[config.mk]
export PLATFORM = sky130hd
export DESIGN_NAME = shift_arb_seq
export DESIGN_NICKNAME = d
export VERILOG_FILES = /design/src/rtl/shift_arb_seq_pkg.sv /design/src/rtl/shift_rr_arb2.sv /design/src/rtl/shift_arb_seq.sv
export SDC_FILE = /design/constraint.sdc
export NUM_CORES = 1
export LEC_CHECK = 0
export CAP_MARGIN = 0
export CORE_MARGIN = 3
export CORE_UTILIZATION = 30
export CTS_CLUSTER_SIZE = 8
export DETAILED_ROUTE_END_ITERATION = 16
export SYNTH_ARGS = -nofsm -noshare
export SYNTH_HDL_FRONTEND = slang
export SYNTH_SLANG_ARGS = --single-unit
[constraint.sdc]
create_clock -name CLK -period 2.2 [get_ports CLK]
set_input_delay 0.44 -clock CLK [delete_from_list [all_inputs] [get_ports CLK]]
set_output_delay 0.44 -clock CLK [all_outputs]
set_load 0.02 [all_outputs]
[src/rtl/shift_arb_seq_pkg.sv]
// Shared types for the shift arbiter/sequencer: operation codes, sequencer
// states and a small helper that classifies an operation.
package shift_arb_seq_pkg;

    // Operation codes on op0/op1. Bit 0 is the first-pass direction
    // (1 = left), and bit 1 marks a rotate.
    typedef enum logic [1:0] {
        SHOP_SRL = 2'b00,
        SHOP_SLL = 2'b01,
        SHOP_ROR = 2'b10,
        SHOP_ROL = 2'b11
    } shOp_t;

    // Sequencer states.
    typedef enum logic [1:0] {
        ST_IDLE  = 2'b00,
        ST_PASS1 = 2'b01,
        ST_PASS2 = 2'b10,
        ST_DONE  = 2'b11
    } seqState_t;

    // A rotate uses two shifter passes whose results are OR'd together.
    function automatic logic isRotate(input shOp_t op);
        return op[1];
    endfunction

endpackage

[src/rtl/shift_rr_arb2.sv]
// Two-way round-robin arbiter. A lone requester always wins. On a tie, the
// requester that did not win last time wins. The grant is one-hot or zero.
module shift_rr_arb2 (
    input  logic [1:0] req,
    input  logic       last,
    output logic [1:0] grant
);

    // Pass single requests straight through; break ties against the last winner.
    always_comb begin
        grant = req;
        if (req == 2'b11) begin
            grant = last ? 2'b01 : 2'b10;
        end
    end

endmodule

[src/rtl/shift_arb_seq.sv]
// Shares one combinational barrel shifter between two requesters. Picks a
// winner round-robin, latches its operands, and drives the shifter for one
// pass (logical shifts) or two OR'd passes (rotates). The result then comes
// back with a one-cycle done pulse.
//
// Handshake: reqN is a level that is sampled only in IDLE. gntN pulses for
// the one cycle after the operands were latched, and the requester drops reqN
// from then on. A reqN still high in IDLE is a new request. doneN pulses for
// one cycle while res holds the result for requester N.
module shift_arb_seq
    import shift_arb_seq_pkg::*;
#(
    parameter int DATA_WIDTH  = 32,
    parameter int SHAMT_WIDTH = 5
) (
    input  logic                  CLK,
    input  logic                  RST,
    input  logic                  req0,
    input  logic                  req1,
    input  logic [DATA_WIDTH-1:0] d0,
    input  logic [DATA_WIDTH-1:0] d1,
    input  logic [DATA_WIDTH-1:0] s0,
    input  logic [DATA_WIDTH-1:0] s1,
    input  logic [1:0]            op0,
    input  logic [1:0]            op1,
    output logic                  gnt0,
    output logic                  gnt1,
    output logic                  done0,
    output logic                  done1,
    output logic [DATA_WIDTH-1:0] res,
    output logic [DATA_WIDTH-1:0] sh_d,
    output logic [DATA_WIDTH-1:0] sh_s,
    output logic                  sh_lnr,
    input  logic [DATA_WIDTH-1:0] sh_y,
    output seqState_t             dbgState
);

    seqState_t             state;
    seqState_t             stateNext;
    logic                  lastGrant;
    logic                  owner;
    logic [DATA_WIDTH-1:0] dReg;
    logic [DATA_WIDTH-1:0] sReg;
    shOp_t                 opReg;
    logic [1:0]            grant;
    logic [SHAMT_WIDTH-1:0] rotAmt;
    logic                  needPass2;

    // The rotate amount is the shift amount modulo DATA_WIDTH. A rotate by
    // zero finishes after the first pass.
    assign rotAmt    = sReg[SHAMT_WIDTH-1:0];
    assign needPass2 = isRotate(opReg) && (rotAmt != '0);
    assign dbgState  = state;

    shift_rr_arb2 uArb (
        .req   ({req1, req0}),
        .last  (lastGrant),
        .grant (grant)
    );

    // State register.
    always_ff @(posedge CLK) begin
        if (!RST) begin
            state <= ST_IDLE;
        end else begin
            state <= stateNext;
        end
    end

    // Next-state logic: IDLE -> PASS1 -> [PASS2] -> DONE -> IDLE.
    always_comb begin
        stateNext = state;
        case (state)
            ST_IDLE:  if (grant != 2'b00) stateNext = ST_PASS1;
            ST_PASS1: stateNext = needPass2 ? ST_PASS2 : ST_DONE;
            ST_PASS2: stateNext = ST_DONE;
            ST_DONE:  stateNext = ST_IDLE;
            default:  stateNext = ST_IDLE;
        endcase
    end

    // Operand latches, round-robin history, grant pulse and result register.
    always_ff @(posedge CLK) begin
        if (!RST) begin
            lastGrant <= 1'b1;
            owner     <= 1'b0;
            dReg      <= '0;
            sReg      <= '0;
            opReg     <= SHOP_SRL;
            res       <= '0;
            gnt0      <= 1'b0;
            gnt1      <= 1'b0;
        end else begin
            gnt0 <= 1'b0;
            gnt1 <= 1'b0;
            case (state)
                ST_IDLE: begin
                    if (grant != 2'b00) begin
                        owner     <= grant[1];
                        lastGrant <= grant[1];
                        dReg      <= grant[1] ? d1 : d0;
                        sReg      <= grant[1] ? s1 : s0;
                        opReg     <= shOp_t'(grant[1] ? op1 : op0);
                        gnt0      <= grant[0];
                        gnt1      <= grant[1];
                    end
                end
                ST_PASS1: res <= (isRotate(opReg) && (rotAmt == '0)) ? dReg : sh_y;
                ST_PASS2: res <= res | sh_y;
                default: ;
            endcase
        end
    end

    // Shifter drive and done pulse. The shifter inputs stay at zero outside
    // the two pass states.
    always_comb begin
        done0  = 1'b0;
        done1  = 1'b0;
        sh_d   = '0;
        sh_s   = '0;
        sh_lnr = 1'b0;
        case (state)
            ST_PASS1: begin
                sh_d   = dReg;
                sh_s   = isRotate(opReg) ? DATA_WIDTH'(rotAmt) : sReg;
                sh_lnr = opReg[0];
            end
            ST_PASS2: begin
                sh_d   = dReg;
                sh_s   = DATA_WIDTH'(DATA_WIDTH) - DATA_WIDTH'(rotAmt);
                sh_lnr = ~opReg[0];
            end
            ST_DONE: begin
                done0 = ~owner;
                done1 = owner;
            end
            default: ;
        endcase
    end

endmodule

### Yosys cells after proc, flatten, opt, wreduce, memory -nomap -nowiden

Index checks and enable logic that the tools add are counted.

| storage, ports and cells | value |
|---|---|
| bits in registers | 104 |
| input port bits | 168 |
| output and inout bits | 103 |
| logic and storage cells | 44 |

| operators by class | value |
|---|---|
| add/subtract/negate cells | 1 |
| equal/unequal tests | 5 |
| mux-type cells | 16 |
| bitwise gates (word level) | 3 |
| reductions and logical operators | 10 |

Operators with widths:

| kind | count |
|---|---|
| 32-bit 2-to-1 mux | 5 |
| 32-bit one-hot mux with 2 select lines | 2 |
| 32-bit bitwise OR | 1 |
| 2-bit 2-to-1 mux | 4 |
| 2-bit one-hot mux with 4 select lines | 1 |
| 6-bit by 5-bit subtractor with 7-bit output, first input constant | 1 |
| 2-bit == test, second input constant | 3 |
| 5-bit zero test | 1 |
| 5-bit nonzero test | 1 |
| 2-bit nonzero test | 2 |
| 1-bit 2-to-1 mux | 3 |
| 3-bit AND reduction | 1 |
| 2-bit by 1-bit == test with 1-bit output, second input constant | 1 |
| 1-bit logical AND | 2 |
| 2-bit zero test | 1 |
| 2-bit inequality test, second input constant | 1 |
| 1-bit NOT | 2 |
| 1-bit one-hot mux with 2 select lines | 1 |
| 2-bit AND reduction | 1 |
| 2-bit OR reduction | 1 |

### Depth between registers and ports, before layout

Gate-level depths: netlist of the first run.

| depth | value |
|---|---|
| word-level depth | 5 |
| gate-level depth with buffers | 9 |
| mapped depth without buffers | 7 |

### By module

A second synthesis of the first run with hierarchy kept.

| second synthesis, totals | value |
|---|---|
| cell total of the unflattened synthesis | 634 |
| area total of the unflattened synthesis | 5,748.0 um^2 |

By module, submodules not included:

| module | instances | cells an instance | area an instance (um^2) | seq. area each (um^2) |
|---|---|---|---|---|
| shift_arb_seq | 1 | 631 | 5,729.2 | 2,082.0 |
| shift_rr_arb2 | 1 | 3 | 18.8 | 0.0 |

### Worst setup path before layout of the first run

No wires, ideal clock.

| path | value |
|---|---|
| path kind | reg-to-output |
| from | reg state[0] (netlist: dbgState[0]) |
| to | out sh_s[3] |
| data arrival time | 1.880 ns |
| data required time | 1.760 ns |
| path slack | -0.120 ns |
| cell stages (with the launch flop) | 7 |
| path buffers | 2 |
| cells stage by stage | dfxtp_1 > inv_1 > ha_1 > buf_2 > clkbuf_1 > nand2_1 > o31ai_1 |

| on the way | value |
|---|---|
| longest elaborated chain between the ends | 2 |
| elaborated cells between the ends (all ways) | 3 |
| those cells by class | eq/ne: 2; mux: 1 |

Ends and longest elaborated chain:

| what | RTL line | text |
|---|---|---|
| start: declaration | shift_arb_seq.sv:38 | `seqState_t state;` |
| start signal: assignment | shift_arb_seq.sv:66 | `state <= stateNext;` |
| 2-bit == test / 2-bit by 1-bit == test with 1-bit output (equally long branches) | shift_arb_seq.sv:123 | `case (state)` |
| 32-bit one-hot mux with 2 select lines (*) | shift_arb_seq.sv:123 |  |
| end: declaration | shift_arb_seq.sv:32 | `output logic [DATA_WIDTH-1:0] sh_s,` |

Every way passes the cells marked *; elsewhere a longest branch is shown, timed or not.

### Worst setup path in the final report of the first run

| path | value |
|---|---|
| from | reg state[1] (netlist: dbgState[1]) |
| to | out sh_s[18] |

The elaborated chain is that of the path after synthesis.

==> metrics.yaml, run 1 <==
grt_overflow: 0
maxCapViolations: 0
grt_usage_pct: 21.4
htree_levels: 3
clk_latency_ns: 0.35
ys_ff_latch: 104
antenna_found_initial: 0
critPathMaxStageDelay_ns: 0.33
netlist_area_mm2: 0.00526
synth.distinct_cells: 34
multi_input_comb_area_mm2: 0.00301
syn_area_per_cell_um2: 7.46
setup_tns_ns: -0.000721
die-area_mm2: 0.0191
max_freq_mhz: 454
start_kind: "flop"
nNetsFinal: 1145
grt_max_degree: 55
root_buffer: "clkbuf_16"
seqCellArea_mm2: 0.00209
min_period_ns: 2.20
syn_inst: 705
synthFlopType: "dfxtp_1"
synth_edf_count: 0
worstSetupStartpoint: "dbgState[1]"
r2r-start: "dbgState[0]"
area_growth_pct: 72.1
path_class: "flop to output pin"
cp-end-kind: "output pin"
synth_async_sr_flop_share_pct: 0
final_cell_area_mm2: 0.00904
rsz0062_at_grt: "true"
die_x_um: 138
cp.arrival_ns: 1.76
placed_area_mm2: 0.00843
grt_pass1_wl_um: 33500
clk_pin_slew_ns: 0.07
rows: 47
drv_slew: 0
drt_iter0_drc: 335
ir_drop_mv: 0.500
power.density_mw_per_mm2: 1230
final-hold-violation-count: 0
worst_path_max_delay_cell: "dfxtp_2"
min_from: "dReg[27]"
fillers: 1627
routed_wl_um: 21400
hold_ws_ns: 0.483
io-pin-count: 271
status: "finished, violations left"
start_util_pct: 31.1
tightest_slew_ns: 0.430
drive_above_1_share_pct: 19.0
drc: 0
ys.warnings.count: 0
avgViaCountPerCell: 5.02
ant_nets: 0
cts_buffers: 9
portBuffers: 270
fin_ws_ns: -0.000721
dpl_worst_slack_ns: -0.0850
finalSetupViolCount: 1
fin_crit_sh_pct: 100
crit_chain: "inv_2, buf_6, ha_4, and3b_2, buf_6, buf_12, and2_4, buf_6"
cpMostUsedCell: "buf_6"
routedWlPerCell_um: 17.9
p_leak_nw: 3.70
grt_pass1_vias: 5982
cp_data_required_time_ns: 1.76
hpwl_um: 14300
violations: "setup timing"
vias: 6011
fp.coreArea_mm2: 0.0169
die_h_um: 138
hold_class: "flop to flop"
ctsHoldBuffers: 0
ctsLongestPathBuffers: 2
power_w: 0.0111
tritoncts: "yes"
cp_max_fo: 7
slew_headroom_pct: 71.3
syn-num-nets: 879
finClkSkew_ns: 0.00741
drt_pass1_iterations: 5
globalplace.congestion: 0.789
synth-seq-area-share_pct: 39.6
clock-sinks: 104
==> flip-flops by register name, summed over array words and instances, names as in the netlist <==
signal	count
dReg	32
dbgState	2
gnt1	1
lastGrant	1
owner	1
res	32
sReg	32
gnt0	1
opReg	2
==> where the power goes <==
| part | internal [W] | switching, W | leakage, nW |
|---|---|---|---|
| clock network | 0.00117 | 0.000736 | 0.172 |
| registers | 0.00255 | 0.000429 | 0.864 |
| logic | 0.00294 | 0.00332 | 2.66 |
| total | 0.00666 | 0.00448 | 3.70 |
==> routing by layer <==
layer | track usage [%] | up-vias | part of all wire [%]
li1 | - | 2974 | -
met4 | 6.29 | 0 | 1.9
met3 | 5.18 | 26 | 6.5
met1 | 27.7 | 2811 | 44
met2 | 35.6 | 200 | 48
met5 | 0 | - | 0
==> placed cells by master, fill, tap and decap left out, types with 2 or more instances in the layout <==
cell type and count:
a21oi_1 164, nand2_1 132, ha_2 2, clkdlybuf4s50_1 202, ha_4 2, buf_12 13, and3_1 2, inv_1 3
o21ai_0 64, and2_4 26, buf_6 30, clkbuf_8 2, nor2b_1 4, bufinv_16 3, nor2_1 3, clkbuf_2 3
clkbuf_16 10, nor3b_2 2, o211a_1 2, dfxtp_2 4, inv_2 3, ha_1 2, buf_4 30, a22oi_1 3
a221oi_2 3, and2_1 34, buf_2 21, buf_16 4, nand3_1 2, clkdlybuf4s15_2 14, a311oi_1 32, nand2b_1 33
dfxtp_1 100
==> synthesized netlist by cell type, types with 2 or more instances <==
master | instances | share of area [%]
nor2b_1 | 5 | 0.60
nand2b_1 | 33 | 3.9
inv_1 | 6 | 0.43
a21oi_1 | 164 | 16
o21ai_0 | 64 | 6.1
and3_1 | 2 | 0.24
a311oi_1 | 32 | 5.3
buf_4 | 2 | 0.29
a22oi_1 | 3 | 0.43
o211a_1 | 2 | 0.38
ha_1 | 6 | 1.4
nand2_1 | 134 | 9.6
clkbuf_1 | 45 | 3.2
a221oi_2 | 3 | 0.86
nand3_1 | 2 | 0.19
and2_1 | 60 | 7.1
buf_1 | 2 | 0.14
buf_2 | 17 | 1.6
nor2_1 | 3 | 0.21
dfxtp_1 | 104 | 40
nor3b_1 | 3 | 0.43
==> worst max-delay path: cells and delay by family, from the launching register on <==
| family | cells | cell delay, ns |
|---|---|---|
| DFF | 1 | 0.33 |
| buffers and inverters | 5 | 0.56 |
| adders and majority gates | 1 | 0.14 |
| and+or+nand+nor | 2 | 0.37 |
==> final cells by class <==
cell class | count | area share (%)
Clock buffer | 11 | 2.79
Tap cell | 220 | 3.04
Multi-Input combinational cell | 529 | 33.3
Clock inverter | 5 | 1.13
Sequential cell | 104 | 23.1
Inverter | 6 | 0.249
Antenna cell | 1 | 0.0277
Timing Repair Buffer | 321 | 36.4
==> worst paths after layout <==
path	end	slack, ns	depth (start not counted)
max	sh_s[18]	-0.0007	8
min	res[27]	0.48	2
max reg2reg	res[5]	0.35	7
min reg2reg	res[27]	0.48	2
==> cell families (layout without fill, tap and decap cells) <==
family	after synthesis	after routing	synth area share, %
simple gates	245	245	22.7
compound gates	276	276	30.2
buf+inv	72	343	5.69
mux	2	2	0.405
other cells	0	1	0
fa+ha+maj	6	6	1.43
flops	104	104	39.6
==> what timing repair did <==
| item | CTS | global route |
|---|---|---|
| pin swaps | 20 | 9 |
| gates resized for setup | 314 | 39 |
| gates cloned | 4 | 1 |
| endpoints found under the setup margin | 65 | 66 |
| setup buffers | 3 | 5 |
==> per-stage QoR <==
| step | util, % | std cells |
|---|---|---|
| after floorplan | - | 705 |
| after global placement | 49.9 | 1168 |
| after detailed placement | 49.9 | 1168 |
| after CTS | 53.8 | 1190 |
| after global routing | 53.6 | 1196 |
| final | 53.6 | 1197 |
No activity file was read; power rests on OpenSTA's default activity.
==> inputs of run 2 (changes only) <==
CORE_UTILIZATION = 28   (was 30)
SLEW_MARGIN = 20   (was not set)
==> run 2 against run 1 <==
Highest routed layer unchanged. Design area fell by 1.2%. The flow still finishes with violations (setup timing). Flip-flop and latch count unchanged. Final cell count is 0.84% higher.
==> metrics.yaml, run 2 (same netlist as run 1, synthesis figures left out) <==
tritoncts: "yes"
die_h_um: 143
clk_pin_slew_ns: 0.07
vias: 5998
status: "finished, violations left"
seqPwrFrac_pct: 28.0
ctsHoldBuffers: 0
grt_overflow: 0
diodes: 0
clkPwrFrac_pct: 16.4
path_class: "flop to output pin"
cp-end-kind: "output pin"
cp.arrival_ns: 1.78
start_kind: "flop"
swShare_pct: 41.2
hold_ws_ns: 0.494
htree_levels: 3
ctsLongestPathBuffers: 2
clock-sinks: 104
final_cells: 1207
hpwl_um: 15000
cp_data_required_time_ns: 1.76
hold_class: "flop to flop"
slew_headroom_pct: 71.9
min_period_ns: 2.22
io-pin-count: 271
finClkSkew_ns: 0.00657
grt_pass1_wl_um: 32300
clk_latency_ns: 0.35
multi_input_comb_area_mm2: 0.00303
power_w: 0.0107
rsz0062_at_grt: "true"
combPwrFrac_pct: 55.7
die_x_um: 143
avgViaCountPerCell: 4.97
die-area_mm2: 0.0205
routedWlPerCell_um: 17.8
finalSetupViolCount: 11
ant_nets: 0
tightest_slew_ns: 0.421
drc: 0
rows: 49
p_switching_w: 0.00441
cts_buffers: 9
layout_common_cells: "clkdlybuf4s50_1 (202), a21oi_1 (163), nand2_1 (132), dfxtp_1 (100), o21ai_0 (64)"
power.density_mw_per_mm2: 1200
root_buffer: "clkbuf_16"
violations: "setup timing"
globalplace.congestion: 0.773
maxCapViolations: 0
fin_crit_sh_pct: 101
finalCoreUtilization_pct: 49.1
seqCellArea_mm2: 0.00209
cp_max_fo: 6
max_freq_mhz: 451
reg_top3: "dReg (32), res (32), sReg (32)"
grt_pass1_vias: 5775
nNetsFinal: 1147
drt_pass1_iterations: 4
final-hold-violation-count: 0
ir_drop_mv: 0.647
drive_above_1_share_pct: 18.7
area_growth_pct: 70.1
drv_slew: 0
p_int_w: 0.00628
fillers: 1837
portBuffers: 270
routed_wl_um: 21500
start_util_pct: 28.9
final_common_cell: "clkdlybuf4s50_1"
place_inst: 1184
fin_ws_ns: -0.0171
antenna_found_initial: 0
dpl_worst_slack_ns: -0.104
drt_iter0_drc: 230
fp.coreArea_mm2: 0.0182
grt_max_degree: 51
grt_usage_pct: 20.1
p_leak_nw: 3.69
[run 2: changes by cell type in the layout (fill, tap and decap cells not counted), sizes merged]
| cell | before | now |
|---|---|---|
| buf | 99 | 107 |
| bufinv | 3 | 2 |
| clkbuf | 15 | 14 |
| clkdlybuf4s15 | 14 | 6 |
| clkinv | 1 | 2 |
| diode | 1 | 0 |
| dlygate4sd2 | 1 | 3 |
| dlymetal6s2s | 1 | 2 |
[run 2: power groups by stage]
stage                     Sequential (W)  Clock (W)  Combinational (W)
final                            0.00299    0.00175            0.00595
after global routing             0.00307    0.00186            0.00649
after CTS                        0.00297    0.00180            0.00596
after detailed placement         0.00298          0            0.00574
after global placement           0.00299          0            0.00570
after floorplan                  0.00312          0            0.00288
[run 2: final timing paths]
path                             startpoint       to  slack [ns]  cells after the start
worst max-delay path            dbgState[1]  sh_s[6]       -0.02                      7
worst min-delay path               dReg[13]  res[13]        0.49                      2
worst max register to register  dbgState[0]  res[10]        0.38                      7
worst min register to register     dReg[13]  res[13]        0.49                      2
[run 2: layer usage]
layer	part of all wire (%)	routed length [um]	global-route usage, %
met5	0	0	0
met4	2.4	511	6.25
met3	7.6	1620	5.69
met2	47	10000	32.8
met1	43	9320	25.6
[run 2: what timing repair did]
action / CTS / global route
setup endpoints to repair: 65 / 55
buffers inserted: 4 / 1
gates cloned: 3 / 0
pin swaps: 19 / 16
gates resized for setup: 317 / 41
[run 2: layout make-up]
class	instances	share of cell area (%)
repair buffers	323	35.7
multi-input cells	529	33.9
flip-flops and latches	104	23.3
well taps	229	3.21
clock buffers	11	2.60
clock inverters	5	0.910
inverters	6	0.280
[run 2: critical path, stage by stage (launching register included)]
cell and delay (ns):
dfxtp_2 0.35, inv_4 0.05, ha_4 0.24, and3b_2 0.23, buf_6 0.14, buf_16 0.13
and2_4 0.15, buf_6 0.12
[run 2: metrics by stage]
step | setup TNS [ns] | cell area [um2]
after detailed placement | -3.99 | 8440
final | -0.0693 | 8940
after global routing | -1.65 | 8940
after CTS | -0.560 | 8980
after floorplan | 0 | 5260
after global placement | -2.83 | 8440
==> inputs of run 3 (changes only) <==
CTS_BUF_LIST = sky130_fd_sc_hd__clkbuf_4 sky130_fd_sc_hd__clkbuf_8 sky130_fd_sc_hd__clkbuf_16   (was not set)
==> run 3 against run 2 <==
The run still ends with setup timing left. Register-to-register slack hardly changed. Global-route usage is essentially flat. Final cell count unchanged. First-iteration DRC count is 0.43% higher. Sequential share of layout area barely moved. Critical path type unchanged. Critical endpoint unchanged. Highest routed layer unchanged.
==> metrics.yaml, run 3 (same netlist as run 1, synthesis figures left out) <==
cp_data_required_time_ns: 1.76
combPwrFrac_pct: 55.5
grt_max_degree: 51
swShare_pct: 41.1
finalCoreUtilization_pct: 49.1
grt_pass1_wl_um: 32300
multi_input_comb_area_mm2: 0.00303
status: "finished, violations left"
clk_pin_slew_ns: 0.07
clkPwrFrac_pct: 16.5
grt_overflow: 0
path_class: "flop to output pin"
fp.coreArea_mm2: 0.0182
routedWlPerCell_um: 17.8
vias: 6001
nNetsFinal: 1147
drc: 0
final_cells: 1207
p_leak_nw: 3.70
power.density_mw_per_mm2: 1200
io-pin-count: 271
hpwl_um: 15000
antenna_found_initial: 0
slew_headroom_pct: 71.8
final-hold-violation-count: 0
finClkSkew_ns: 0.00791
maxCapViolations: 0
diodes: 0
cp-end-kind: "output pin"
clock-sinks: 104
grt_usage_pct: 20.1
die_h_um: 143
ir_drop_mv: 0.674
seqCellArea_mm2: 0.00209
fillers: 1833
violations: "setup timing"
ctsLongestPathBuffers: 2
max_freq_mhz: 451
hold_class: "flop to flop"
dr_wl_met2_um: 10000
seqPwrFrac_pct: 27.9
globalplace.congestion: 0.773
place_inst: 1184
min_period_ns: 2.22
area_growth_pct: 70.2
portBuffers: 270
fin_crit_sh_pct: 101
routed_wl_um: 21500
clk_latency_ns: 0.35
finalSetupViolCount: 10
root_buffer: "clkbuf_16"
ctsHoldBuffers: 0
cts_buffers: 9
start_util_pct: 28.9
routed.top_layer: "met4"
die_x_um: 143
avgViaCountPerCell: 4.97
cp_max_fo: 6
cp.arrival_ns: 1.78
ant_nets: 0
wl_met1_um: 9390
drv_slew: 0
drt_pass1_iterations: 4
grt_pass1_vias: 5776
p_int_w: 0.00631
tightest_slew_ns: 0.423
layout_common_cells: "clkdlybuf4s50_1 (202), a21oi_1 (163), nand2_1 (132), dfxtp_1 (100), o21ai_0 (64)"
power_w: 0.0107
rsz0062_at_grt: "true"
tritoncts: "yes"
fin_ws_ns: -0.0164
route.met3.wl_um: 1590
reg_top3: "dReg (32), res (32), sReg (32)"
rows: 49
drive_above_1_share_pct: 18.9
start_kind: "flop"
final_common_cell: "clkdlybuf4s50_1"
htree_levels: 3
p_switching_w: 0.00441
die-area_mm2: 0.0205
drt_iter0_drc: 231
## run 3: power by group through the flow
stage	clock network [W]	registers, W	logic, W
after floorplan	0	0.00312	0.00288
after global placement	0	0.00299	0.00570
after detailed placement	0	0.00298	0.00574
after CTS	0.00182	0.00297	0.00596
after global routing	0.00189	0.00307	0.00649
final	0.00177	0.00299	0.00595
## run 3: cell type report
cell class	instances	area share (%)
timing repair buffer	323	35.7
clock inverter	5	0.909
multi-input combinational	529	33.9
inverter	6	0.280
clock buffer	11	2.68
tap	229	3.20
sequential	104	23.3
## run 3: critical path, cell delays in order, from the launching register on
cell	delay [ns]
dfxtp_2	0.35
inv_4	0.05
ha_4	0.24
and3b_2	0.23
buf_6	0.14
buf_16	0.13
and2_4	0.15
buf_6	0.12
## run 3: layer usage
metal	GRT usage [%]	vias to the layer above
li1	-	2972
met2	32.8	195
met3	5.69	26
met5	0	-
met1	25.7	2808
met4	6.25	0
## run 3: path summary, 6_finish.rpt
path / endpoint / slack, ns / startpoint / cells past startpoint
max: sh_s[6] / -0.02 / dbgState[1] / 7
min: res[13] / 0.49 / dReg[13] / 2
max reg2reg: res[10] / 0.38 / dbgState[0] / 7
min reg2reg: res[13] / 0.49 / dReg[13] / 2
## run 3: repair_timing
item,CTS,global route
cloned,3,0
pin swaps,19,16
gates resized for setup,317,41
buffers inserted,4,1
endpoints found under the setup margin,65,55
## run 3: through the flow
step                      hold slack (ns)  cell area, um2  setup TNS, ns  setup WS, ns
final                               0.494            8950        -0.0771       -0.0164
after global routing                0.524            8950          -1.65       -0.0822
after CTS                           0.499            8980         -0.560       -0.0352
after detailed placement            0.492            8440          -3.99        -0.104
after global placement              0.484            8440          -2.83       -0.0899
after floorplan                     0.461            5260              0        0.0337
